## src/rtl/pc_sequencer_pkg.sv

```systemverilog
// Shared types and default widths for the 8-bit computer's PC/fetch sequencer.
package pc_sequencer_pkg;

  localparam int unsigned ADDR_W_DEF = 3;
  localparam int unsigned OFF_W_DEF  = 3;
  localparam int unsigned CNT_W_DEF  = 8;

  typedef enum logic [1:0] {
    FETCH,
    EXEC,
    HALT
  } seq_state_t;

  typedef enum logic [1:0] {
    SEQ,
    BR,
    JAL,
    JR
  } pc_sel_t;

endpackage

```

## src/rtl/pc_next_calc.sv

```systemverilog
// Combinational next-PC: jr > jal > branch > sequential, all modulo 2^ADDR_W.
module pc_next_calc
  import pc_sequencer_pkg::*;
#(
  parameter int unsigned ADDR_W = ADDR_W_DEF,
  parameter int unsigned OFF_W  = OFF_W_DEF
) (
  input  logic [ADDR_W-1:0] pc,
  input  logic              ctl_jal,
  input  logic              ctl_jr,
  input  logic              ctl_branch,
  input  logic [ADDR_W-1:0] ctl_target,
  input  logic [OFF_W-1:0]  ctl_offset,
  input  logic [ADDR_W-1:0] ra_read_data,
  output pc_sel_t           sel,
  output logic [ADDR_W-1:0] pc_inc,
  output logic [ADDR_W-1:0] next_pc
);

  logic [ADDR_W-1:0] off_ext;

  always_comb begin
    pc_inc  = pc + ADDR_W'(1);
    off_ext = ADDR_W'($signed(ctl_offset));

    sel = SEQ;
    if (ctl_jr)          sel = JR;
    else if (ctl_jal)    sel = JAL;
    else if (ctl_branch) sel = BR;

    next_pc = pc_inc;
    case (sel)
      BR:      next_pc = pc_inc + off_ext;
      JAL:     next_pc = ctl_target;
      JR:      next_pc = ra_read_data;
      default: next_pc = pc_inc;
    endcase
  end

endmodule

```

## src/rtl/pc_sequencer.sv

```systemverilog
// Program counter and two-phase fetch/execute sequencer; feeds and reads $ra3.
module pc_sequencer
  import pc_sequencer_pkg::*;
#(
  parameter int unsigned ADDR_W = ADDR_W_DEF,
  parameter int unsigned OFF_W  = OFF_W_DEF,
  parameter int unsigned CNT_W  = CNT_W_DEF
) (
  input  logic              clk,
  input  logic              reset,
  output logic              fetch_req,
  output logic [ADDR_W-1:0] fetch_addr,
  input  logic              fetch_ack,
  output logic              issue,
  input  logic              ctl_valid,
  input  logic              ctl_jal,
  input  logic              ctl_jr,
  input  logic              ctl_branch,
  input  logic              ctl_halt,
  input  logic [ADDR_W-1:0] ctl_target,
  input  logic [OFF_W-1:0]  ctl_offset,
  input  logic [ADDR_W-1:0] ra_read_data,
  output logic [ADDR_W-1:0] ra_write_data,
  output logic              jal_out,
  output logic [ADDR_W-1:0] pc,
  output logic              halted,
  output logic [CNT_W-1:0]  retired
);

  seq_state_t        state, state_n;
  pc_sel_t           sel;
  logic [ADDR_W-1:0] pc_inc;
  logic [ADDR_W-1:0] next_pc;
  logic              retire;
  logic              take_jal;

  pc_next_calc #(
    .ADDR_W(ADDR_W),
    .OFF_W (OFF_W)
  ) u_next (
    .pc          (pc),
    .ctl_jal     (ctl_jal),
    .ctl_jr      (ctl_jr),
    .ctl_branch  (ctl_branch),
    .ctl_target  (ctl_target),
    .ctl_offset  (ctl_offset),
    .ra_read_data(ra_read_data),
    .sel         (sel),
    .pc_inc      (pc_inc),
    .next_pc     (next_pc)
  );

  always_ff @(posedge clk or posedge reset) begin
    if (reset) state <= FETCH;
    else       state <= state_n;
  end

  always_comb begin
    state_n   = state;
    fetch_req = 1'b0;
    retire    = 1'b0;
    case (state)
      FETCH: begin
        fetch_req = 1'b1;
        if (fetch_ack) state_n = EXEC;
      end
      EXEC: begin
        if (ctl_valid) begin
          retire  = 1'b1;
          state_n = ctl_halt ? HALT : FETCH;
        end
      end
      HALT:    state_n = HALT;
      default: state_n = FETCH;
    endcase
  end

  // Halt outranks every jump, so a halting jal never strobes $ra3.
  assign take_jal   = retire && !ctl_halt && (sel == JAL);
  assign fetch_addr = pc;

  always_ff @(posedge clk or posedge reset) begin
    if (reset) begin
      pc            <= '0;
      retired       <= '0;
      halted        <= 1'b0;
      issue         <= 1'b0;
      jal_out       <= 1'b0;
      ra_write_data <= '0;
    end else begin
      issue   <= (state == FETCH) && fetch_ack;
      jal_out <= take_jal;
      if (take_jal) ra_write_data <= pc_inc;
      if (retire) begin
        if (ctl_halt) halted <= 1'b1;
        else          pc     <= next_pc;
        if (retired != '1) retired <= retired + CNT_W'(1);
      end
    end
  end

endmodule

```

## config.mk

```make
export PLATFORM = sky130hd
export DESIGN_NAME = pc_sequencer
export DESIGN_NICKNAME = d
export VERILOG_FILES = /design/src/rtl/pc_sequencer_pkg.sv /design/src/rtl/pc_next_calc.sv /design/src/rtl/pc_sequencer.sv
export SDC_FILE = /design/constraint.sdc
export NUM_CORES = 1
export LEC_CHECK = 0
export CORE_MARGIN = 2
export CORE_UTILIZATION = 43
export DETAILED_ROUTE_END_ITERATION = 12
export PLACE_DENSITY = 0.78
export SYNTH_ARGS = -nofsm -noshare
export SYNTH_HDL_FRONTEND = slang
export SYNTH_SLANG_ARGS = --single-unit
export TNS_END_PERCENT = 10
```

## constraint.sdc

```tcl
create_clock -name clk -period 2.52 [get_ports clk]
set_input_delay 0.252 -clock clk [delete_from_list [all_inputs] [get_ports clk]]
set_output_delay 0.252 -clock clk [all_outputs]
set_load 0.02 [all_outputs]
```

==> impl_results.md, run 1 <==
* Routed Antenna Nets at 0
* Slew Viols, Final at 0
* Metal3 WL at between 150 and 200 um
* MaxCap Viol Count at 0
* Die height at roughly 53 um
* DR pass1 iterations at 3
* Arr. time, crit path at between 2 and 2.5 ns
* Post-CTS Setup Inserts at 0
* Minimum clock period at 1.94 ns
* Largest net degree at the start of global routing at 20
* Die width at around 53 um
* Slew @ Worst Pin at 0.697 ns
* CP endpoint kind: register
* Vias per inst at 5.07
* Clk_lat worst skew at 0.30 ns
* Clock sinks at 19
* Vias at 836
* Setup Skew at 0.00252 ns
* Met2 Routed Length at approximately 1.1 mm
* CTS tree: done
* CP startpoint kind: register
* First-pass GRT wire length at 3.58 mm
* Fin nets at 159
* # setup viols final at 0
* Register bit total from synthesis at 19
* Layout area overhead at 38.9%
* Root buffer cell: clkbuf_4
* H-tree depth at 1
* Top Layer Used: met4
* Ys async rst share at 1.00
* Post-detail-place hpwl at 1.66 mm
* DRC at 0
* Final period utilization at 0.769
* Crit Path Max Fanout at 7
* Antenna diode count at 0
* CORE AREA at 0.00225 mm^2
* Crit Path Class: register to register
* Total track usage at 0.181
* CTS resizes at 0
* Share of post-route cells with drive strength above 1 at 0.0803
* Fin util at 0.640
* Post-synth EDFFs at 0
* Outcome: complete, no violations
* Initial Util at 0.461
* Metal-1 WL at roughly 800 um
* Hold Path Class: input port to asynchronous set/reset pin
* Synth warn at 0
* Gr ovfl total at 0
* Max Root-Sink Buffers at 2
* Critical path required time at 2.72 ns
* Synthesized Nets at around 120
* Cell Rows at 17
* Peak supply drop at approximately 0.66 mV
* Post-synthesis cell type count at 36
* Clock slew at reported path FFs at 0.11 ns
* Setup TNS at 0 ns
* Quantity of hold-fixing buffers added after cts at 0
* Gate Count Post-Synth at 101
* Final Hold Violating Endpoints at 0
* CTS buffer count at 3
* Initial antenna violation count at 0
* DIE AREA at 0.00283 mm^2
* Power Density at 1020 mW/mm^2
* RSZ-0062 raised after global routing: false
* RD Place Congestion at approximately 0.75
* Number of port buffers at 37
* Vias in the first global route at 871
* Post-Route WL at 2.06 mm
* Avg Cell Area, Syn at 10.3 um^2
* DR iter-0 viols at 2
* Ys flop type: dfrtp_1
* Sequential fraction of the synthesis area at 0.457
* Mapped Area at 0.00104 mm^2
* Routed len/inst at 12.5 um
* Leak at ~0.64 nW
* Max Clock Freq at approximately 0.52 GHz
* Top Ports at 38
* Rel. slew slack at 0.535
[cell type report]
class                      instances  area, um^2
clock buffer                       3        22.5
clock inverter                     1        5.00
fill                             219         811
inverter                          10        37.5
multi-input combinational         66         490
sequential                        19         475
tap                               28        35.0
timing repair buffer              38         378
[flip-flops by register name, summed over array words and instances, names as in the netlist]
register,count
fetch_addr,3
halted,1
issue,1
jal_out,1
ra_write_data,3
retired,8
state,2
[cells by family (layout without fill, tap and decap cells)]
family,Yosys count,count (layout),synth area share
XOR/XNOR,10,10,0.0842
AO/OA/AOI/OAI,16,16,0.128
AND/OR/NAND/NOR,32,32,0.165
flip-flops,19,19,0.457
multiplexers,4,4,0.0397
buffers and inverters,16,52,0.0710
adder cells (fa/ha/maj),4,4,0.0554
[per-stage QoR]
stage	setup slack (ns)	hold slack (ns)	power, mW	instances	instance area (um^2)
2_1_floorplan	0.625	0.203	1.01	101	1040
3_3_place_gp	0.603	0.460	1.30	161	1420
3_5_place_dp	0.546	0.474	1.33	161	1420
4_1_cts	0.553	0.382	1.49	165	1440
5_1_grt	0.432	0.407	1.60	165	1440
6_report	0.582	0.355	1.47	165	1440
[where the power goes]
group          switching (mW)  internal, mW  total [mW]  leakage [nW]
Sequential              0.128         0.407       0.535         0.239
Combinational           0.388         0.393       0.780         0.384
Clock                  0.0942        0.0592       0.153        0.0177
Total                   0.610         0.859        1.47         0.641
[final timing paths]
check | from | endpoint | slack, ns | cells past startpoint
max | fetch_addr[0]$_DFFE_PP0N_ | fetch_addr[2]$_DFFE_PP0N_ | 0.58 | 7
min | reset | retired[6]$_DFFE_PP0P_ | 0.35 | 2
max reg2reg | fetch_addr[0]$_DFFE_PP0N_ | fetch_addr[2]$_DFFE_PP0N_ | 0.58 | 7
min reg2reg | halted$_DFFE_PP0P_ | halted$_DFFE_PP0P_ | 0.50 | 1
max in group asynchronous | reset | retired[2]$_DFFE_PP0P_ | 1.73 | 2
min in group clk | halted$_DFFE_PP0P_ | halted$_DFFE_PP0P_ | 0.50 | 1
[cells in the final DEF, fill, tap and decap left out, types with 2 or more instances in the layout]
cell type	netlist	final
clkdlybuf4s50_1	0	37
dfrtp_1	19	19
inv_1	10	10
nand2_1	10	10
nor2_1	8	8
xnor2_1	6	6
nand3_1	4	4
xor2_1	4	4
o21ai_1	3	3
mux2i_1	3	3
ha_1	3	3
clkbuf_4	0	3
nor3_2	2	2
a211o_1	2	2
[Yosys cell counts (2+ instances only)]
library cell / instances / area [um^2]
nand2_1: 10 / 37.5
buf_2: 2 / 10.0
ha_1: 3 / 37.5
xnor2_1: 6 / 52.6
xor2_1: 4 / 35.0
o21ai_1: 3 / 15.0
dfrtp_1: 19 / 475
buf_4: 3 / 22.5
a211o_1: 2 / 17.5
nor2_1: 8 / 30.0
nor3_2: 2 / 20.0
nand3_1: 4 / 20.0
mux2i_1: 3 / 30.0
inv_1: 10 / 37.5
[layer usage]
metal	up-vias	GRT usage
met4	0	0.103
li1	410	-
met5	-	0
met3	5	0.0452
met2	29	0.323
met1	392	0.191
[critical path, cell delays in order, from the launching register on]
cell     delay, ns
dfrtp_1       0.47
ha_1          0.31
inv_1         0.07
fa_1          0.41
xnor2_1       0.15
xnor2_1       0.13
a32oi_1       0.21
a21oi_1       0.09
(Power assumes the default switching activity.)
==> run 2, diff against run 1 <==
--- a/config.mk
+++ b/config.mk
@@ -6,9 +6,9 @@
 export NUM_CORES = 1
 export LEC_CHECK = 0
 export CORE_MARGIN = 2
-export CORE_UTILIZATION = 43
+export CORE_UTILIZATION = 39
 export DETAILED_ROUTE_END_ITERATION = 12
-export PLACE_DENSITY = 0.78
+export PLACE_DENSITY = 0.74
 export SYNTH_ARGS = -nofsm -noshare
 export SYNTH_HDL_FRONTEND = slang
 export SYNTH_SLANG_ARGS = --single-unit
==> constraint.sdc (replaced) <==
create_clock -name clk -period 1.6 [get_ports clk]
set_input_delay 0.16 -clock clk [delete_from_list [all_inputs] [get_ports clk]]
set_output_delay 0.16 -clock clk [all_outputs]
set_load 0.02 [all_outputs]
==> impl_results.md, run 2 (synthesis results as in run 1) <==
* Max Clock Freq at 0.570 GHz
* Tot Pwr at 2.47 mW
* Initial antenna violation count at 0
* First-pass GRT wire length at 3.65 mm
* Fill cells at 223
* R2R Setup Slk at -0.15 ns
* Peak supply drop at approximately 0.90 mV
* Violated checks: setup timing
* Leak at between 0.7 and 0.8 nW
* Post-detail-place hpwl at 1.77 mm
* CORE AREA at around 0.0025 mm^2
* Quantity of hold-fixing buffers added after cts at 0
* Critical path required time at approximately 1.8 ns
* Root buffer cell: clkbuf_4
* DR pass1 iterations at 4
* CP startpoint kind: register
* Crit-path cells: ha_4 -> inv_4 -> fa_2 -> xnor2_1 -> xnor2_1 -> a32oi_1 -> a21oi_1
* Fin Hold WS at between 0.15 and 0.2 ns
* Die width at 55.6 um
* Final Hold Violating Endpoints at 0
* Minimum clock period at 1.75 ns
* Setup Skew at 0.00335 ns
* Power Density at 1600 mW/mm^2
* # setup viols final at 2
* CTS buffer count at 3
* Layout area overhead at 48.7%
* Slew Viols, Final at 0
* Commonest non-fill, non-tap cell in the layout: clkdlybuf4s50_1
* Total track usage at 0.148
* Crit Path Max Fanout at 3
* Routed Antenna Nets at 0
* Vias at 870
* Post-Route WL at 2.15 mm
* Family with the most delay on the worst path: adder cells
* Max Root-Sink Buffers at 2
* Biggest register: retired
* CP endpoint kind: register
* Fin nets at roughly 170
* Vias in the first global route at 855
* Slew @ Worst Pin at 0.365 ns
* Final period utilization at 1.10
* Length in cells of the worst reg-to-reg path at 7
* Die height at 55.6 um
* Top Ports at 38
* CTS tree: done
* Arr. time, crit path at about 2 ns
* Setup ws final at -0.154 ns
* Initial Util at 0.416
* Outcome: finished with violations
* Vias per inst at 4.94
* DIE AREA at 0.00310 mm^2
* Antenna diode count at 0
* DRC at 0
* CP most frequent cell: xnor2_1
* Critical path's largest stage delay at around 0.45 ns
* Cell Rows at 18
* Crit path max-delay cell type: dfrtp_2
* RSZ-0062 raised after global routing: true
* Pre-CTS WS at -0.253 ns
* Post-CTS Setup Inserts at 0
* Crit Path Class: register to register
* Routed len/inst at around 12 um
* Clock slew at reported path FFs at 0.11 ns
* Rel. slew slack at 0.755
* Largest net degree at the start of global routing at 20
* Max FFs per register at 8
* Clock sinks at 19
* H-tree depth at 1
* Hold Path Class: input port to asynchronous set/reset pin
* Most frequent cells in the layout: clkdlybuf4s50_1, dfrtp_1, nand2_1, buf_4, inv_1
* MaxCap Viol Count at 0
* FF-to-FF End: fetch_addr[2]$_DFFE_PP0N_
* RR Startpoint: fetch_addr[0]$_DFFE_PP0N_
* Gr ovfl total at 0
* Buffers & Inverters on Critical Path at 1
* Number of port buffers at 37
* RD Place Congestion at ~0.80
* Clk_lat worst skew at 0.30 ns
* Share of post-route cells with drive strength above 1 at 0.164
* DR iter-0 viols at 14
[run 2: cell count changes in the layout (fill, tap and decap cells not counted), sizes merged]
cell / delta
buf: +9
clkinv: -1
clkbuf: +1
clkdlybuf4s50: -10
dlymetal6s2s: +7
dlygate4sd2: +3
[run 2: how the worst max path moves through the flow]
stage	slack, ns	endpoint	cells after the start	from
after floorplan	-0.16	fetch_addr[1]$_DFFE_PP0N_	7	fetch_addr[0]$_DFFE_PP0N_
after global routing	-0.27	fetch_addr[1]$_DFFE_PP0N_	7	fetch_addr[0]$_DFFE_PP0N_
final	-0.15	fetch_addr[2]$_DFFE_PP0N_	7	fetch_addr[0]$_DFFE_PP0N_
after detailed placement	-0.25	fetch_addr[2]$_DFFE_PP0N_	8	ctl_offset[0]
after global placement	-0.20	fetch_addr[2]$_DFFE_PP0N_	8	ctl_offset[0]
after CTS	-0.16	fetch_addr[2]$_DFFE_PP0N_	7	fetch_addr[0]$_DFFE_PP0N_
[run 2: cell type report]
class                      instances  area (um^2)  area share
tap                               30         37.5      0.0243
inverter                          10         40.0      0.0259
multi-input combinational         66          505       0.327
clock buffer                       4         26.3      0.0170
sequential                        19          478       0.309
timing repair buffer              47          459       0.297
[run 2: metrics by stage]
step / instance area [um^2] / util / cells / setup TNS [ns]
after CTS: 1530 / 0.612 / 176 / -0.327
final: 1550 / 0.619 / 176 / -0.304
after detailed placement: 1510 / 0.603 / 172 / -0.616
after global placement: 1510 / 0.603 / 172 / -0.433
after global routing: 1550 / 0.619 / 176 / -0.475
after floorplan: 1060 / - / 101 / -0.297
[run 2: metal layers]
layer | wire (um) | track usage
met5 | 0 | 0
met4 | 45 | 0.0557
met2 | 1070 | 0.252
met1 | 870 | 0.180
met3 | 164 | 0.0349
[run 2: repair_timing]
action / in CTS / in global routing
resized for setup: 3 / 7
endpoints found under the hold margin: 0 / 0
endpoints found under the setup margin: 5 / 9
pin swaps: 1 / 0
[run 2: report_power, final]
part,internal (mW),switching [mW],total [mW]
registers,0.646,0.170,0.816
clock network,0.0972,0.148,0.245
logic,0.716,0.692,1.41
total,1.46,1.01,2.47
[run 2: worst min-delay path, cell delays in order]
cell and delay (ns):
clkdlybuf4s50_1 0.39, inv_1 0.05, buf_4 0.25
